$ cat src/rtl/demux1x4_stream.sv
// Registered 1-to-4 stream demultiplexer with a one-entry holding register per channel.
// Optional per-channel delivered-word counters are enabled by defining DEMUX1X4_CNT_EN.
module demux1x4_stream #(
  parameter int unsigned W     = 8,
  parameter int unsigned CNT_W = 8
) (
  input  logic             clk,
  input  logic             rst_n,
  input  logic             in_valid,
  output logic             in_ready,
  input  logic [W-1:0]     in_data,
  input  logic [1:0]       in_sel,
  output logic [3:0]       out_valid,
  input  logic [3:0]       out_ready,
  output logic [4*W-1:0]   out_data
`ifdef DEMUX1X4_CNT_EN
  ,
  output logic [4*CNT_W-1:0] out_cnt
`endif
);

  logic [3:0]   valid_q, valid_d;
  logic [W-1:0] data_q [4];
  logic [W-1:0] data_d [4];
  logic [3:0]   load, drain;

  // A full channel still accepts when it drains on the same edge.
  assign in_ready = ~valid_q[in_sel] | out_ready[in_sel];

  always_comb begin
    load    = '0;
    drain   = valid_q & out_ready;
    valid_d = valid_q;
    data_d  = data_q;
    for (int unsigned i = 0; i < 4; i++) begin
      load[i] = in_valid & in_ready & (in_sel == 2'(i));
      if (load[i]) begin
        valid_d[i] = 1'b1;
        data_d[i]  = in_data;
      end else if (drain[i]) begin
        valid_d[i] = 1'b0;
      end
    end
  end

  always_ff @(posedge clk or negedge rst_n) begin
    if (!rst_n) begin
      valid_q <= '0;
      for (int unsigned i = 0; i < 4; i++) data_q[i] <= '0;
    end else begin
      valid_q <= valid_d;
      for (int unsigned i = 0; i < 4; i++) data_q[i] <= data_d[i];
    end
  end

  assign out_valid = valid_q;

  always_comb begin
    out_data = '0;
    for (int unsigned i = 0; i < 4; i++) out_data[i*W +: W] = data_q[i];
  end

`ifdef DEMUX1X4_CNT_EN
  logic [CNT_W-1:0] cnt_q [4];

  always_ff @(posedge clk or negedge rst_n) begin
    if (!rst_n) begin
      for (int unsigned i = 0; i < 4; i++) cnt_q[i] <= '0;
    end else begin
      for (int unsigned i = 0; i < 4; i++)
        if (drain[i]) cnt_q[i] <= cnt_q[i] + 1'b1;
    end
  end

  always_comb begin
    out_cnt = '0;
    for (int unsigned i = 0; i < 4; i++) out_cnt[i*CNT_W +: CNT_W] = cnt_q[i];
  end
`endif

endmodule

$ cat config.mk
export PLATFORM = sky130hd
export DESIGN_NAME = demux1x4_stream
export DESIGN_NICKNAME = d
export VERILOG_FILES = /design/src/rtl/demux1x4_stream.sv
export SDC_FILE = /design/constraint.sdc
export NUM_CORES = 1
export LEC_CHECK = 0
export CAP_MARGIN = 20
export CORE_UTILIZATION = 43
export DETAILED_ROUTE_END_ITERATION = 10
export GPL_ROUTABILITY_DRIVEN = 0
export HOLD_SLACK_MARGIN = 0.06
export PLACE_DENSITY = 0.75
export SLEW_MARGIN = 20
export SYNTH_ARGS = -nofsm -noshare
export SYNTH_HDL_FRONTEND = slang
export SYNTH_SLANG_ARGS = --single-unit
$ cat constraint.sdc
create_clock -name clk -period 1.5 [get_ports clk]
set_input_delay 0.225 -clock clk [delete_from_list [all_inputs] [get_ports clk]]
set_output_delay 0.225 -clock clk [all_outputs]
set_load 0.02 [all_outputs]
==> metrics.txt <==
highest ir drop seen on vdd around 860 uV; proportion of layout cells with a drive suffix above 1 about two fifths; Distinct cells, synth 12; number of cell instances on the worst register-to-register path 6; Horiz. Die Dim 59.1 um; combined buffer and inverter count along the critical path 2; area growth from synthesis to layout 55.2%; root buf cell clkbuf_4; clock insertion delay at the later pin of the skew report 340 ps; vias in the first global route 1009; Achievable Freq approximately 610 MHz; class of the worst hold path input port to asynchronous set/reset pin; Final HPWL DP between 2000 and 2500 um; filler instances 243; Max-Cap Viols 0; initial antenna violation count 0; Finished Cell Area 2170 sq um; count of synthesis-stage warnings from yosys 0; Vias/cell approximately 4.7; worst setup skew after layout 12.8 ps; Critical Path End Type output pin; time the final worst path needs with I/O delays and setup 1630 ps; setup repair after global routing missed its margin yes; most used cells in the layout excluding fill and tap cells dfrtp_1, dlygate4sd2_1, mux2_2; dpl cell area 2080 sq um; clock net sink count 36; Layout Nets 180; Core Footprint slightly above 3000 sq um; Die Height 59.1 um; leakage dissipation 0.00102 uW; post-synth top area cell dfrtp_1; final worst setup slack -134 ps; number of cells in the design after placement 197; Starting Density a little under half; total via count in the routed design 987; number of failing setup endpoints in the final timing report 1; Worst Setup Slack post-DPL -554 ps; number of standard-cell rows in the floorplan 20; Ports 54; clock tree from TritonCTS done; worst hold margin between 200 and 300 ps; slowest stage cell, crit path mux4_2; final wirelength 3130 um; count of pins over their slew limit 0; part of the Yosys area used for sequential elements 64.3%; synthesized flop and latch total 36; result of the run finished, violations left; Total Die Area 3490 sq um; cells taking the most area after synthesis dfrtp_1, mux2_2, nand2b_1; post-synthesis average cell area 15.9 sq um; syn_nets 105; Top delay family on crit path buffers and inverters; maximum number of pins on one net before global-route repair 14; depth of the CTS H-tree 2; RR Startpoint out_valid[2]; slowest stage delay, CP approximately 480 ps; global route total overflow 0; reg-to-reg critical path endpoint out_data[22]; TritonCTS buffer count 5; pwr/cell area about 1300 nW/um^2; first-pass iteration count of the detailed router 6; violated checks setup timing; Worst EP arrival around 1400 ps; clock-pin transition on the worst setup and hold timing paths between 100 and 150 ps; final period utilization 109%; final std cells w/o fill 208; worst max-slew margin expressed relative to the limit roughly four fifths; Wirelength per Cell 15.0 um; setup tns final -134 ps; Worst Max-Slew Pin Slew 283 ps; buffers from clock root to sink, at most 2; post-route ant nets 0; area share of the largest cell type after synthesis 64.3%; Global Route Usage Sum between 20% and 30%; register-to-register path setup slack roughly 50 ps; Startpoint Class input port; required time of the worst setup path between 1000 and 1500 ps; count of port buffers added during placement 53; wire length of the first global-routing pass 5060 um; critical setup path kind input port to output pin; Synth Instances 88; number of antenna cells inserted 0; mapped cell area 1400 sq um; Critical Path, Cell by Cell clkdlybuf4s50_1, nand2b_1, mux4_2, buf_6; First DRT Iteration DRCs 22; DRC errors left 0; endpoints failing hold 0; critical path fanouts, max 2
-- flip-flops by register name, indices dropped and copies added (netlist names) --
signal     count
out_valid      4
out_data      32
-- repair_timing --
action | in CTS | in global routing
pin swaps | 0 | 0
setup buffers | 2 | 1
gates resized for setup | 42 | 5
gates cloned | 0 | 0
endpoints found under the hold margin | 23 | 0
endpoints found under the setup margin | 37 | 17
hold buffers | 1 | 0
-- layout make-up --
cell class | instances | area [sq um] | share of cell area, %
Clock buffer | 7 | 65.1 | 2.99
Clock inverter | 1 | 30.0 | 1.38
Multi-Input combinational cell | 49 | 497 | 22.8
Sequential cell | 36 | 901 | 41.4
Tap cell | 44 | 55.1 | 2.53
Timing Repair Buffer | 71 | 627 | 28.8
-- metal layers --
layer | up-vias | track usage [%] | part of all wire (%)
met3 | 5 | 7.64 | 6.2
met1 | 483 | 28.9 | 47
met5 | - | 0 | 0
met2 | 41 | 30.2 | 45
li1 | 458 | - | -
met4 | 0 | 9.18 | 1.7
-- synth_stat cells --
library cell / number
and3_1: 1
buf_2: 3
dfrtp_1: 36
mux2_2: 32
mux4_2: 1
nand2_1: 5
nand2b_1: 4
nand3_1: 1
nand3b_2: 1
nor2b_1: 2
nor3b_4: 1
o21ai_0: 1
-- metrics by stage --
| stage | util [%] | total power [uW] |
|---|---|---|
| floorplan | - | 1720 |
| global placement | 67.6 | 2230 |
| detailed placement | 67.6 | 2250 |
| CTS | 70.0 | 2880 |
| global route | 70.7 | 2990 |
| finish | 70.7 | 2860 |
-- logic make-up (layout without fill, tap and decap cells) --
logic type / after synthesis / count (layout) / synth area share (%)
AO/OA/AOI/OAI: 1 / 1 / 0.357
buffers and inverters: 3 / 79 / 1.07
multiplexers: 33 / 33 / 27.3
flip-flops: 36 / 36 / 64.3
AND/OR/NAND/NOR: 15 / 15 / 6.96
-- where the power goes --
group	switching (uW)	internal, uW	total (uW)
Clock	319	443	762
Combinational	441	404	844
Sequential	89.9	1160	1250
Total	850	2010	2860
-- how the worst max path moves through the flow --
stage	from	endpoint	slack [ps]	cells past startpoint
detailed placement	out_ready[3]	in_ready	-550	4
finish	out_ready[3]	in_ready	-130	4
CTS	out_valid[3]	in_ready	-150	3
global placement	out_ready[3]	in_ready	-520	4
global route	out_valid[3]	in_ready	-180	3
floorplan	out_valid[1]	out_data[10]	120	3
(Power assumes the default switching activity.)
